File: src/rtl/router_pkg.sv
// Shared definitions for the router packet transmitter: bus widths,
// transmitter state encoding and the router header packing rule.
package router_pkg;

    localparam int ROUTER_ADDR_W = 2;
    localparam int ROUTER_LEN_W  = 6;
    localparam int ROUTER_DATA_W = 8;

    typedef enum logic [2:0] {
        TX_IDLE,
        TX_LOAD,
        TX_HDR,
        TX_PLD,
        TX_PAR,
        TX_GAP
    } tx_state_t;

    // Router header byte: payload length in the upper bits, destination port in the lower bits.
    function automatic logic [ROUTER_DATA_W-1:0] router_hdr(
        input logic [ROUTER_LEN_W-1:0]  len,
        input logic [ROUTER_ADDR_W-1:0] addr
    );
        return {len, addr};
    endfunction

endpackage

File: src/rtl/router_tx_buf.sv
// Payload byte buffer: one synchronous write port, one asynchronous read port.
// Holds one packet's payload between the load phase and transmission.
module router_tx_buf
    import router_pkg::*;
(
    input  logic                     clock,
    input  logic                     we,
    input  logic [ROUTER_LEN_W-1:0]  wr_addr,
    input  logic [ROUTER_DATA_W-1:0] wr_data,
    input  logic [ROUTER_LEN_W-1:0]  rd_addr,
    output logic [ROUTER_DATA_W-1:0] rd_data
);

    logic [ROUTER_DATA_W-1:0] mem [2**ROUTER_LEN_W];

    // Byte write during the load phase.
    // NOTE: the storage array has no reset; every byte is written before it is read.
    always_ff @(posedge clock) begin
        if (we) begin
            mem[wr_addr] <= wr_data;
        end
    end

    assign rd_data = mem[rd_addr];

endmodule

File: src/rtl/router_pkt_tx.sv
// Router input-port packet transmitter. Accepts a (destination, length) request,
// buffers the payload, then sends header, payload and parity to the router,
// holding the current byte whenever the router asserts busy.
module router_pkt_tx
    import router_pkg::*;
#(
    parameter int GAP_CYCLES = 2
) (
    input  logic                     clock,
    input  logic                     resetn,
    input  logic                     start,
    input  logic [ROUTER_ADDR_W-1:0] dest_addr,
    input  logic [ROUTER_LEN_W-1:0]  pay_len,
    input  logic [ROUTER_DATA_W-1:0] pay_data,
    input  logic                     pay_valid,
    output logic                     pay_ready,
    input  logic                     busy,
    output logic [ROUTER_DATA_W-1:0] data_out,
    output logic                     pkt_valid,
    output logic                     tx_ready,
    output logic                     tx_done,
    output logic                     req_err
);

    localparam logic [3:0] GAP_LAST = 4'(GAP_CYCLES - 1);

    tx_state_t                state, state_next;
    logic [ROUTER_LEN_W-1:0]  len_q, len_next;
    logic [ROUTER_ADDR_W-1:0] dest_q, dest_next;
    logic [ROUTER_LEN_W-1:0]  idx, idx_next;
    logic [ROUTER_DATA_W-1:0] parity, parity_next;
    logic [3:0]               gap_cnt, gap_next;
    logic [ROUTER_DATA_W-1:0] data_next;
    logic                     valid_next;
    logic                     done_next;
    logic                     err_next;

    logic                     buf_we;
    logic [ROUTER_LEN_W-1:0]  rd_addr;
    logic [ROUTER_DATA_W-1:0] rd_data;
    logic                     idx_last;
    logic                     req_legal;

    assign idx_last  = (idx == len_q - ROUTER_LEN_W'(1));
    assign req_legal = (dest_addr != 2'd3) && (pay_len != '0);

    // In HDR the next byte out is buf[0]; in PLD it is the one after the current index.
    assign rd_addr = (state == TX_PLD) ? idx + ROUTER_LEN_W'(1) : '0;

    assign tx_ready  = (state == TX_IDLE);
    assign pay_ready = (state == TX_LOAD);

    router_tx_buf u_buf (
        .clock   (clock),
        .we      (buf_we),
        .wr_addr (idx),
        .wr_data (pay_data),
        .rd_addr (rd_addr),
        .rd_data (rd_data)
    );

    // Next-state and next-register decode; busy only matters while a byte is on the bus.
    // NOTE: every signal gets a default before the case so no latch is inferred.
    always_comb begin
        state_next  = state;
        len_next    = len_q;
        dest_next   = dest_q;
        idx_next    = idx;
        parity_next = parity;
        gap_next    = gap_cnt;
        data_next   = data_out;
        valid_next  = pkt_valid;
        done_next   = 1'b0;
        err_next    = 1'b0;
        buf_we      = 1'b0;

        unique case (state)
            TX_IDLE: begin
                if (start) begin
                    if (req_legal) begin
                        len_next    = pay_len;
                        dest_next   = dest_addr;
                        idx_next    = '0;
                        parity_next = router_hdr(pay_len, dest_addr);
                        state_next  = TX_LOAD;
                    end else begin
                        err_next = 1'b1;
                    end
                end
            end
            TX_LOAD: begin
                if (pay_valid) begin
                    buf_we      = 1'b1;
                    parity_next = parity ^ pay_data;
                    if (idx_last) begin
                        idx_next   = '0;
                        data_next  = router_hdr(len_q, dest_q);
                        valid_next = 1'b1;
                        state_next = TX_HDR;
                    end else begin
                        idx_next = idx + ROUTER_LEN_W'(1);
                    end
                end
            end
            TX_HDR: begin
                if (!busy) begin
                    data_next  = rd_data;
                    state_next = TX_PLD;
                end
            end
            TX_PLD: begin
                if (!busy) begin
                    if (idx_last) begin
                        data_next  = parity;
                        valid_next = 1'b0;
                        state_next = TX_PAR;
                    end else begin
                        idx_next  = idx + ROUTER_LEN_W'(1);
                        data_next = rd_data;
                    end
                end
            end
            TX_PAR: begin
                if (!busy) begin
                    done_next  = 1'b1;
                    data_next  = '0;
                    gap_next   = '0;
                    state_next = TX_GAP;
                end
            end
            TX_GAP: begin
                if (gap_cnt == GAP_LAST) begin
                    gap_next   = '0;
                    state_next = TX_IDLE;
                end else begin
                    gap_next = gap_cnt + 4'd1;
                end
            end
            default: begin
                state_next = TX_IDLE;
            end
        endcase
    end

    // State register.
    // NOTE: sequential state uses non-blocking assignments so all flops update together.
    always_ff @(posedge clock or negedge resetn) begin
        if (!resetn) begin
            state <= TX_IDLE;
        end else begin
            state <= state_next;
        end
    end

    // Datapath registers and registered outputs.
    always_ff @(posedge clock or negedge resetn) begin
        if (!resetn) begin
            len_q     <= '0;
            dest_q    <= '0;
            idx       <= '0;
            parity    <= '0;
            gap_cnt   <= '0;
            data_out  <= '0;
            pkt_valid <= 1'b0;
            tx_done   <= 1'b0;
            req_err   <= 1'b0;
        end else begin
            len_q     <= len_next;
            dest_q    <= dest_next;
            idx       <= idx_next;
            parity    <= parity_next;
            gap_cnt   <= gap_next;
            data_out  <= data_next;
            pkt_valid <= valid_next;
            tx_done   <= done_next;
            req_err   <= err_next;
        end
    end

endmodule

File: config.mk
export PLATFORM = sky130hd
export DESIGN_NAME = router_pkt_tx
export DESIGN_NICKNAME = d
export VERILOG_FILES = /design/src/rtl/router_pkg.sv /design/src/rtl/router_tx_buf.sv /design/src/rtl/router_pkt_tx.sv
export SDC_FILE = /design/constraint.sdc
export NUM_CORES = 1
export LEC_CHECK = 0
export BUFFER_PORTS_ARGS = -buffer_cell sky130_fd_sc_hd__buf_2
export CAP_MARGIN = 20
export CORE_MARGIN = 2
export CORE_UTILIZATION = 45
export CTS_CLUSTER_SIZE = 20
export DETAILED_ROUTE_END_ITERATION = 10
export PLACE_DENSITY = 0.7
export SLEW_MARGIN = 0
export SYNTH_ARGS = -nofsm -noshare
export SYNTH_HDL_FRONTEND = slang
export SYNTH_SLANG_ARGS = --single-unit
File: constraint.sdc
create_clock -name clock -period 3.3 [get_ports clock]
set_input_delay 0.165 -clock clock [delete_from_list [all_inputs] [get_ports clock]]
set_output_delay 0.165 -clock clock [all_outputs]
set_load 0.02 [all_outputs]
# Word level (Yosys, flattened, before mapping)

Memory sizes are Yosys's and may differ from the RTL's.
Index checks and enable logic that the tools add are counted.

Bits in registers: 40
Memory bits (writable): 512
Output and inout bits: 13
Logic and storage cells: 94
Memories kept: 1

$add $sub $neg: 3
Equal/unequal tests: 18
Mux-type cells: 46
Bitwise gates (word level): 1
Reductions and logical operators: 15

Memory list:

| memory    | depth | width | read ports | clocked after memory_dff | wr ports | line                | RTL |
|---|---|---|---|---|---|---|---|
| u_buf.mem | 64    | 8     | 1          | 0                        | 1        | router_tx_buf.sv:14 | `logic [ROUTER_DATA_W-1:0] mem [2**ROUTER_LEN_W];` |

Operators with widths:

| cell                                             | count |
|---|---|
| two-way mux 8 bit                                | 9 |
| two-way mux 6 bit                                | 7 |
| one-hot mux 8 bit (4 select lines)               | 1 |
| two-way mux 3 bit                                | 9 |
| inequality test 2 bit, second input constant     | 9 |
| one-hot mux 3 bit (6 select lines)               | 1 |
| one-hot mux 6 bit (3 select lines)               | 1 |
| one-hot mux 8 bit (2 select lines)               | 1 |
| two-way mux 1 bit                                | 13 |
| AND reduction 6 bit                              | 2 |
| AND reduction 9 bit                              | 1 |
| two-way mux 4 bit                                | 2 |
| one-hot mux 4 bit (2 select lines)               | 1 |
| bitwise XOR 8 bit                                | 1 |
| adder 6 x 1 -> 6 bit, second input constant      | 1 |
| == test 3 x 2 -> 1 bit, second input constant    | 2 |
| == test 3 bit, second input constant             | 2 |
| == test 6 bit                                    | 1 |
| nonzero test 2 bit                               | 3 |
| nonzero test 6 bit                               | 1 |
| subtractor 6 x 1 -> 6 bit, second input constant | 1 |
| AND reduction 5 bit                              | 1 |
| adder 4 x 1 -> 4 bit, second input constant      | 1 |
| == test 4 x 1 -> 1 bit, second input constant    | 1 |
| 10 further kinds                                 | 11 |

# Depth between registers and ports, before layout

Gate-level depths: netlist of the first run.
An unclocked memory read counts as a cell.

Depth after elaboration: 6
Depth in mapped cells: 12
Gate-level depth less buffers: 9

# Modules after synthesis

A second synthesis of the first run with hierarchy kept.

Cells, all modules: 1217
Area, all modules: 22520.3 sq um

By module, submodules not included:

| module        | instances | cells an instance | area an instance (sq um) |
|---|---|---|---|
| router_tx_buf | 1         | 932               | 20006.7 |
| router_pkt_tx | 1         | 285               | 2513.7 |

# Worst setup path before layout of the first run

No wires, ideal clock.

Path type: reg-to-reg
Start: register state[1]
End: memory u_buf.mem[11][0] (enable)
Library setup time: 0.370 ns
Arrival: 2.176 ns
Data required time: 2.930 ns
Setup slack: 0.754 ns
Cell stages (with the launch flop): 8
Clock period less this slack: 2.546 ns
Cells stage by stage: dfrtp_1 buf_2 or3b_2 inv_1 clkbuf_1 buf_2 nand3_1 nor2_1

Longest elaborated chain between the ends: 4

RTL lines:

| what                                    | line                 | RTL |
|---|---|---|
| start, declared                         | router_pkt_tx.sv:27  | `tx_state_t state, state_next;` |
| start signal, assigned                  | router_pkt_tx.sv:151 | `state <= state_next;` |
| == test 3 x 1 -> 1 bit                  | router_pkt_tx.sv:77  | `unique case (state)` |
| two-way mux 1 bit                       | router_pkt_tx.sv:77  |  |
| two-way mux 1 bit                       | router_tx_buf.sv:19  | `if (we) begin` |
| two-way mux 1 bit (implied by the code) | router_tx_buf.sv:20  | `mem[wr_addr] <= wr_data;` |
| end, declared                           | router_tx_buf.sv:14  |  |

Every way passes these cells.

# Final worst setup path of the first run

Start: register idx[1]
End: register data_out[0]

Longest elaborated chain between the ends: 6
Elaborated cells between the ends (all ways): 10
Classes of those cells: 1 x add/sub; 2 x eq/ne; 5 x mux; 1 x reduce/logical; 1 x memory

RTL lines:

| what                               | line                 | RTL |
|---|---|---|
| start, declared                    | router_pkt_tx.sv:30  | `logic [ROUTER_LEN_W-1:0] idx, idx_next;` |
| start signal, assigned             | router_pkt_tx.sv:170 | `idx <= idx_next;` |
| adder 6 x 1 -> 6 bit               | router_pkt_tx.sv:48  | `assign rd_addr = (state == TX_PLD) ? idx + ROUTER_LEN_W'(1) : '0;` |
| two-way mux 6 bit                  | router_pkt_tx.sv:48  |  |
| memory (64 x 8 bit)                | -                    |  |
| two-way mux 8 bit                  | router_pkt_tx.sv:113 | `if (idx_last) begin` |
| two-way mux 8 bit                  | router_pkt_tx.sv:112 | `if (!busy) begin` |
| one-hot mux 8 bit (4 select lines) | router_pkt_tx.sv:77  |  |
| end signal, assigned               | router_pkt_tx.sv:173 | `data_out <= data_next;` |
| end, declared                      | router_pkt_tx.sv:18  | `output logic [ROUTER_DATA_W-1:0] data_out,` |

Parallel ways exist; a longest one is shown, timed or not. The select of a mux whose other input is x is not followed.
A chain may end at the register's enable or synchronous reset.

==> results of run 1 <==
## cell families (layout without fill, tap and decap cells)
family,after synthesis,count (layout)
simple gates,467,467
mux,80,80
compound gates,335,335
xor+xnor,13,13
fa+ha+maj,4,4
buf+inv,117,296
flops,552,552
## power by group through the flow
stage               sequential (W)  combinational, W  clock [W]
floorplan                  0.00829           0.00467          0
global placement           0.00844           0.00715          0
detailed placement         0.00845           0.00726          0
CTS                        0.00831           0.00730    0.00629
global route               0.00837           0.00789    0.00654
finish                     0.00834           0.00745    0.00623
## timing repair
action                                 in CTS  in global routing
buffers inserted                            0                  0
setup endpoints to repair                   0                  0
endpoints found under the hold margin      59                  0
hold buffers                               11                  0
## final cells by class
class | count | area, um^2 | area share [%]
flip-flops and latches | 552 | 16400 | 61.9
multi-input cells | 899 | 5950 | 22.5
repair buffers | 185 | 1450 | 5.47
clock buffers | 67 | 1430 | 5.41
well taps | 672 | 841 | 3.18
clock inverters | 30 | 354 | 1.34
inverters | 14 | 52.6 | 0.199
## cell usage in the layout, fill, tap and decap left out, types with 10 or more instances in the layout
master and instances:
nor2b_1 13, or3_1 10, clkinv_2 11, clkbuf_1 11
dfrtp_1 39, o21ai_0 49, a211oi_1 24, a221o_1 17
nand2b_1 19, o22ai_1 16, a21oi_1 91, a221oi_1 50
dlygate4sd3_1 11, inv_1 12, nand3_1 42, mux2_2 27
o31ai_1 19, a311oi_1 12, nor2_1 115, buf_2 33
nand2_1 157, nor3_1 40, and3_1 14, buf_4 132
clkbuf_16 55, nor4_1 26, mux4_2 25, edfxtp_1 512
mux2i_1 26
## per-layer routing
| layer | track usage, % | up-vias | part of all wire (%) |
|---|---|---|---|
| li1 | - | 6440 | - |
| met5 | 0 | - | 0.018 |
| met1 | 32.6 | 7382 | 41 |
| met4 | 9.27 | 2 | 3.8 |
| met2 | 34.1 | 811 | 45 |
| met3 | 4.56 | 132 | 10 |
## registers in the layout, indices dropped and copies added (netlist names)
name	flops
u_buf.mem	512
data_out	8
parity	8
idx	6
len_q	6
gap_cnt	4
state	3
dest_q	2
pkt_valid	1
req_err	1
tx_done	1
## critical path: cells and delay by family, from the launching register on
family	cells	cell delay (ns)
AO/OA/AOI/OAI	5	1.36
adder cells (fa/ha/maj)	1	0.57
buffers and inverters	2	0.51
flip-flops	1	0.46
AND/OR/NAND/NOR	1	0.09
## metrics by stage
stage               hold WS [ns]  power [W]
floorplan                 -0.131     0.0130
global placement           0.336     0.0156
detailed placement         0.350     0.0157
CTS                        0.105     0.0219
global route              0.0432     0.0228
finish                    0.0357     0.0220
## how the worst max path moves through the flow
stage	start	to	slack, ns
finish	idx[1]$_DFFE_PN0P_	data_out[0]$_DFFE_PN0P_	0.18
global route	idx[1]$_DFFE_PN0P_	data_out[1]$_DFFE_PN0P_	0.09
CTS	idx[0]$_DFFE_PN0P_	data_out[3]$_DFFE_PN0P_	0.23
detailed placement	idx[1]$_DFFE_PN0P_	data_out[3]$_DFFE_PN0P_	0.30
global placement	idx[1]$_DFFE_PN0P_	data_out[7]$_DFFE_PN0P_	0.28
floorplan	state[1]$_DFFE_PN0P_	u_buf.mem[11][0]$_DFFE_PP_	0.75
==> flow_metrics.tcl, run 1 <==
set metrics [dict create \
    outcome "finished, final reports clean" \
    fin_area_um2 26400 \
    fmax_ghz 0.320 \
    drv_slew 0 \
    initial_core_util_pct 45.5 \
    final_nets 1730 \
    synth.top_cell.area_share_pct 67.3 \
    min_path_cells 1 \
    rsz0062_at_grt "false" \
    rows 82 \
    ys_top_cells_by_area "edfxtp_1, dfrtp_1, nand2_1, mux4_2, a21oi_1" \
    synth_cell_types 74 \
    p_per_area_nw_per_um2 832 \
    timing_worst_setup_path_type "flip-flop to flip-flop" \
    power_frac_clock_pct 28.3 \
    switching_power_w 0.00780 \
    p_int_w 0.0142 \
    synthMuxAreaShare_pct 5.17 \
    clock_sinks 552 \
    synth_adder_area_share_pct 0.219 \
    num_vias 14800 \
    switching_share_pct 35.4 \
    r2r-start "idx[1]$_DFFE_PN0P_" \
    root_buffer "clkbuf_16" \
    timing.setup.tns_ns 0 \
    antennaDiodeCount 0 \
    crit_path_start_kind "flip-flop" \
    ys_top_cells_by_count "edfxtp_1, nand2_1, nor2_1" \
    antenna_left 0 \
    path_cells "ha_2 -> inv_2 -> buf_4 -> a21oi_1 -> a21oi_1 -> a221oi_1 -> nor4_1 -> o21ai_0 -> a21oi_1" \
    grt_max_degree 53 \
    timing.rr.end "data_out[0]$_DFFE_PN0P_" \
    path_max_fanout 18 \
    post_cts_resized 0 \
    postSynthCellCount 1568 \
    htreeDepth 2 \
    place_inst 2310 \
    synth_edf_count 512 \
    drt_wl_total_um 60200 \
    gp_congestion 0.980 \
    finalWorstSetupSlack_ns 0.178 \
    die_h_um 229 \
    grt_antenna_before_repair 1 \
    die_w_um 229 \
    io_buffers 33 \
    finalHoldViolCount 0 \
    r2r_setup_slack_ns 0.18 \
    maxCapViolCount 0 \
    ys_async_sr_fraction_pct 7.25 \
    routed_via_density 6.10 \
    max-slew-margin-rel_pct 29.6 \
    cellLeakagePower_nw 8.80 \
    pwr-share-seq_pct 37.9 \
    post-route-min-period_ns 3.12 \
    dp.final_hpwl_um 39300 \
    nFillCells 3976 \
    dpl_cell_area_um2 24500 \
    netlist.top_cell.by_area "edfxtp_1" \
    cpPeakStageDelay_ns 0.82 \
    period_share_pct 94.6 \
    ys_ff_latch 552 \
    firstDrtPassIters 6 \
    grt_pass1_wl_um 89800 \
    drt_iter0_markers 2101 \
    drive_gt1_share_pct 18.5 \
    grt_pass1_vias 14100 \
    area.growth.synth_to_final_pct 15.8 \
    synth-compound-area-share_pct 10.3 \
    yosys_warnings 0 \
    peakVddDrop_mv 0.464 \
    clock_skew_ns 0.0314 \
    avgSynthCellArea_um2 14.6 \
    fin_util_pct 52.7 \
    end_kind "flip-flop" \
    clock_latency_ns 0.61 \
    io_pins 34 \
    syn-num-nets 1593 \
    setup_viol 0 \
    place_ws_ns 0.296 \
    worstHoldStart "pay_data[5]" \
    p_comb_share_pct 33.8 \
    drc 0 \
    clock_path_buffers 3 \
    overflow 0 \
    grtUsageTotal_pct 22.7 \
    synth_area_um2 22800 \
    cp_slowest_cell "a221oi_1" \
    routedWlPerCell_um 24.9 \
    cts_tree "built" \
    worstMarginPinSlew_ns 1.06 \
    stdcell_count 2419 \
    design.die.area_um2 52600 \
    synth_xor_area_share_pct 0.564 \
    worstPathArrival_ns 3.60 \
    path_clk_slew_ns 0.06 \
    yosysSeqAreaShare_pct 71.7 \
    required_ns 3.77 \
    synth_top_family_by_area "compound AO/OA/AOI/OAI gates" \
    synth.most_common_cell "edfxtp_1" \
    ys.flop_type "edfxtp_1" \
    core_um2 50200 \
    yosys.area_share.simple_pct 9.58 \
    cts_buffers 53 \
    min_path_type "primary input to flip-flop" \
    min_to "u_buf.mem[2][5]$_DFFE_PP_" \
    cpMostUsedCell "a21oi_1" \
    reg2reg_depth 9 \
]
(Power assumes the default switching activity.)
==> run 2, diff against run 1 <==
Settings changed: RECOVER_POWER set to 25.
==> flow_metrics.tcl, run 2 (same netlist as run 1, synthesis figures left out) <==
set metrics [dict create \
    worstMarginPinSlew_ns 2.22 \
    maxCapViolCount 6 \
    cellLeakagePower_nw 8.76 \
    num_vias 14700 \
    worstPathArrival_ns 3.60 \
    drv_slew 223 \
    clock_latency_ns 0.61 \
    end_kind "flip-flop" \
    htreeDepth 2 \
    path_clk_slew_ns 0.07 \
    timing.setup.tns_ns 0 \
    overflow 0 \
    grt_antenna_before_repair 0 \
    die_w_um 229 \
    r2r_setup_slack_ns 0.22 \
    firstDrtPassIters 6 \
    largestRegisters "u_buf.mem (512), data_out (8), parity (8)" \
    path_cells "ha_2 -> inv_2 -> buf_12 -> a221oi_1 -> a311oi_1 -> nor3_1 -> nor4_1 -> o21ai_0 -> a31oi_1" \
    drt_iter0_markers 2008 \
    timing_worst_setup_path_type "flip-flop to flip-flop" \
    cts_tree "built" \
    violations "capacitance limit, slew limit" \
    rsz0062_at_grt "false" \
    clock_sinks 552 \
    timing.hold.ws_ns 0.194 \
    power_w 0.0220 \
    root_buffer "clkbuf_16" \
    die_h_um 229 \
    area.growth.synth_to_final_pct 15.6 \
    largest_register_ffs 512 \
    io_buffers 33 \
    routedWlPerCell_um 24.8 \
    drt_wl_total_um 60000 \
    grt_pass1_vias 14100 \
    p_per_area_nw_per_um2 833 \
    core_um2 50200 \
    drive_gt1_share_pct 17.9 \
    regMostFlops "u_buf.mem" \
    grt_busiest_layer "met2" \
    gp_congestion 0.980 \
    clock_path_buffers 3 \
    grtUsageTotal_pct 22.7 \
    post_cts_buffers 0 \
    post-route-min-period_ns 3.08 \
    initial_core_util_pct 45.5 \
    dp.final_hpwl_um 39300 \
    crit_path_start_kind "flip-flop" \
    min_path_type "primary input to flip-flop" \
    dpl_cell_area_um2 24500 \
    grt_max_degree 53 \
    setup_viol 0 \
    io_pins 34 \
    period_share_pct 93.3 \
    grt_pass1_wl_um 89800 \
    final_nets 1730 \
    cts_buffers 53 \
    crit_buf_inv 2 \
    required_ns 3.83 \
    stdcell_count 2419 \
    drc 0 \
    gr-usage-met1_pct 32.6 \
    path_max_fanout 32 \
    fin_area_um2 26400 \
    outcome "finished, violations left" \
    final_common_cell "edfxtp_1" \
    fmax_ghz 0.325 \
    antennaDiodeCount 0 \
    crit_family "compound AO/OA/AOI/OAI gates" \
    clock_skew_ns 0.0346 \
    finalHoldViolCount 0 \
    antenna_left 0 \
    max-slew-margin-rel_pct -48.1 \
    final_cell_mix "edfxtp_1, nand2_1, buf_4, nor2_1, a21oi_1" \
    grt_use_met3_pct 4.56 \
    peakVddDrop_mv 0.464 \
    grt.met2_usage_pct 34.1 \
    design.die.area_um2 52600 \
    cp_slowest_cell "nor4_1" \
    cpPeakStageDelay_ns 0.53 \
    place_inst 2310 \
    rows 82 \
    routed_via_density 6.09 \
]
-- run 2: power breakdown --
part / internal, W / switching (W)
clock network: 0.00369 / 0.00254
logic: 0.00259 / 0.00483
registers: 0.00793 / 0.000415
-- run 2: timing repair --
action / 4_1_cts / 5_1_grt
gates resized for setup: 0 / 0
hold endpoints to repair: 59 / 0
hold buffers: 11 / 0
-- run 2: area by class of cell --
type | count | area, um^2
Tap cell | 672 | 841
Inverter | 14 | 52.6
Sequential cell | 552 | 16400
Timing Repair Buffer | 185 | 1410
Clock inverter | 30 | 354
Multi-Input combinational cell | 899 | 5950
Fill cell | 3986 | 23800
Clock buffer | 67 | 1430
-- run 2: metrics by stage --
| stage | utilization (%) | worst slack (ns) |
|---|---|---|
| 6_report | 52.6 | 0.221 |
| 5_1_grt | 52.6 | 0.0886 |
| 3_5_place_dp | 48.9 | 0.296 |
| 3_3_place_gp | 48.9 | 0.281 |
| 4_1_cts | 52.7 | 0.234 |
| 2_1_floorplan | - | 0.754 |
-- run 2: worst min-delay path, cell delays in order --
cell and delay (ns):
buf_2 0.15, nor2_1 0.23, a2111oi_4 0.10, nor2_1 0.08, a21oi_1 0.05
-- run 2: layer usage --
layer	share of wire [%]	routed length, um	vias up
li1	-	-	6430
met2	45	27100	806
met4	3.7	2190	0
met3	10	6160	120
met1	41	24600	7365
met5	0	0	-
-- run 2: final timing paths --
kind	start	endpoint	depth (start not counted)
setup / recovery	idx[1]$_DFFE_PN0P_	data_out[7]$_DFFE_PN0P_	9
hold / removal	pay_valid	idx[0]$_DFFE_PN0P_	5
setup reg to reg	idx[1]$_DFFE_PN0P_	data_out[7]$_DFFE_PN0P_	9
hold reg to reg	pkt_valid$_DFFE_PN0P_	pkt_valid$_DFFE_PN0P_	2
max in group asynchronous	resetn	idx[0]$_DFFE_PN0P_	2
min in group asynchronous	resetn	gap_cnt[2]$_DFFE_PN0P_	2
==> run 3, diff against run 2 <==
Settings changed: SYNTH_HIERARCHICAL set to 1.
==> flow_metrics.tcl, run 3 <==
set metrics [dict create \
    outcome "finished, violations left" \
    violations "capacitance limit, slew limit, setup timing" \
    path_clk_slew_ns 0.06 \
    clock_skew_ns 0.0169 \
    rows 81 \
    cts_tree "built" \
    syn-num-nets 1242 \
    initial_core_util_pct 45.8 \
    clock_sinks 552 \
    synth.top_cell.area_share_pct 68.3 \
    required_ns 3.80 \
    end_kind "flip-flop" \
    root_buffer "clkbuf_16" \
    clock_path_buffers 3 \
    htreeDepth 2 \
    postSynthCellCount 1217 \
    worstPathArrival_ns 4.00 \
    p_comb_share_pct 6.8 \
    drc 0 \
    timing.hold.ws_ns 0.155 \
    routed_via_density 5.90 \
    area.growth.synth_to_final_pct 21.8 \
    die_w_um 228 \
    netlist.top_cell.by_area "edfxtp_1" \
    grt_pass1_wl_um 82600 \
    overflow 0 \
    num_vias 12700 \
    grt_pass1_vias 12900 \
    core_um2 49200 \
    yosys_warnings 6 \
    post-route-min-period_ns 3.50 \
    avgSynthCellArea_um2 18.5 \
    nFillCells 3597 \
    finalWorstSetupSlack_ns -0.201 \
    io_pins 34 \
    largestRegisters "u_buf/mem (512), data_out (8), parity (8)" \
    rsz0062_at_grt "true" \
    antennaDiodeCount 0 \
    gp_congestion 0.853 \
    synth_edf_count 512 \
    largest_register_ffs 512 \
    final_cell_mix "edfxtp_1, buf_4, mux4_2, nor2_1, clkbuf_16" \
    synth.most_common_cell "edfxtp_1" \
    min_path_type "primary input to flip-flop" \
    regMostFlops "u_buf/mem" \
    ys_async_sr_fraction_pct 7.25 \
    grtUsageTotal_pct 21.3 \
    final_common_cell "edfxtp_1" \
    p_per_area_nw_per_um2 564 \
    pwr-share-seq_pct 51.1 \
    power_frac_clock_pct 42.1 \
    worstMarginPinSlew_ns 2.39 \
    antenna_left 0 \
    drive_gt1_share_pct 34.6 \
    crit_path_start_kind "flip-flop" \
    max-slew-margin-rel_pct -59.4 \
    fmax_ghz 0.286 \
    finalHoldViolCount 0 \
    grt_antenna_before_repair 1 \
    grt_max_degree 50 \
    peakVddDrop_mv 0.400 \
    switching_power_w 0.00341 \
    synth_cell_types 61 \
    dp.final_hpwl_um 33400 \
    firstDrtPassIters 6 \
    maxCapViolCount 8 \
    p_int_w 0.0121 \
    design.die.area_um2 51800 \
    yosysSeqAreaShare_pct 72.7 \
    ys_top_cells_by_count "edfxtp_1, mux4_2, nor2_1" \
    io_buffers 33 \
    ys_top_cells_by_area "edfxtp_1, mux4_2, dfrtp_1, nor2_1, mux2_2" \
    drv_slew 328 \
    path_max_fanout 7 \
    drt_iter0_markers 1560 \
    ys_ff_latch 552 \
    switching_share_pct 22.0 \
    synth_area_um2 22500 \
    timing_worst_setup_path_type "flip-flop to flip-flop" \
    power_w 0.0155 \
    die_h_um 228 \
    cellLeakagePower_nw 8.98 \
    cts_buffers 55 \
    drt_wl_total_um 55300 \
    clock_latency_ns 0.62 \
    routedWlPerCell_um 25.7 \
    setup_viol 8 \
    ys.flop_type "edfxtp_1" \
    final_nets 1474 \
    period_share_pct 106 \
]
==> run 3: cell count changes after synthesis, moves of 13 or more <==
cell      delta
o21ai_0     -19
and3_1      -13
a221oi_1    -44
nor4_1      -21
buf_2       -23
clkbuf_1    -18
a221o_1     -17
nand2_1    -121
nand3_1     -13
nor3_1      -23
a211oi_1    -18
a21oi_1     -62
mux4_2     +101
==> run 3: critical path: stages (launching register included) <==
cell	delay (ns)
dfrtp_1	0.41
nor2b_4	0.15
nand2_2	0.09
nor2_4	0.12
buf_4	0.14
buf_12	0.16
buf_16	0.15
mux4_2	0.53
mux4_2	0.55
nor2_2	0.14
nor3_1	0.06
o2bb2ai_2	0.17
nor2_1	0.15
nor2_1	0.07
o22ai_1	0.13
a2111oi_1	0.08
mux2_2	0.27
==> run 3: cells by family (layout without fill, tap and decap cells) <==
group | Yosys count | after routing | synth area share (%)
mux | 180 | 180 | 15.2
compound gates | 143 | 143 | 4.38
simple gates | 247 | 247 | 5.16
buf+inv | 81 | 357 | 1.97
xor+xnor | 10 | 10 | 0.389
fa+ha+maj | 4 | 4 | 0.222
flops | 552 | 552 | 72.7
==> run 3: final timing paths <==
check                                         from                 endpoint  slack, ns  depth (start not counted)
max reg2reg                   state[2]$_DFFE_PN0P_  data_out[2]$_DFFE_PN0P_      -0.20                         16
max in group asynchronous                   resetn       idx[5]$_DFFE_PN0P_       2.49                          2
min in group asynchronous                   resetn   gap_cnt[3]$_DFFE_PN0P_       0.23                          2
max                           state[2]$_DFFE_PN0P_  data_out[2]$_DFFE_PN0P_      -0.20                         16
min                                      pay_valid       idx[3]$_DFFE_PN0P_       0.16                          5
min reg2reg                data_out[2]$_DFFE_PN0P_  data_out[2]$_DFFE_PN0P_       0.51                          1
==> run 3: timing repair <==
action,in CTS,in global routing
endpoints found under the setup margin,8,8
hold buffers,12,0
setup buffers,20,8
endpoints found under the hold margin,60,0
pin swaps,26,20
cloned,7,0
gates resized for setup,80,34
==> run 3: layer usage <==
metal,GRT usage [%],vias up,share of wire (%)
met3,3.50,124,7.4
met4,7.44,0,3.3
met1,28.5,6611,39
met5,0,-,0
li1,-,5405,-
met2,35.6,583,50
==> run 3: final cells by class <==
| type | count | area, um^2 | area share [%] |
|---|---|---|---|
| clock inverters | 36 | 464 | 1.69 |
| flip-flops and latches | 552 | 16400 | 59.7 |
| inverters | 14 | 52.6 | 0.192 |
| well taps | 664 | 831 | 3.03 |
| multi-input cells | 584 | 6140 | 22.4 |
| repair buffers | 242 | 2160 | 7.87 |
| clock buffers | 65 | 1410 | 5.15 |
==> run 3: per-stage QoR <==
stage	util, %	setup WS [ns]	cells	setup TNS [ns]	cell area (um^2)
3_3_place_gp	49.9	-0.343	2011	-2.37	24500
6_report	55.8	-0.201	2157	-0.931	27400
2_1_floorplan	-	0.00927	1217	0	22500
3_5_place_dp	49.9	-0.424	2011	-2.85	24500
4_1_cts	55.5	-0.146	2151	-0.939	27300
5_1_grt	55.8	-0.285	2157	-1.86	27400
==> run 3: power by group through the flow <==
stage                     Sequential (W)  Clock, W  Combinational (W)
after global routing             0.00792   0.00691            0.00111
after CTS                        0.00789   0.00661           0.000998
after detailed placement         0.00804         0           0.000947
after global placement           0.00803         0           0.000923
final                            0.00791   0.00651            0.00104
after floorplan                  0.00803         0           0.000452
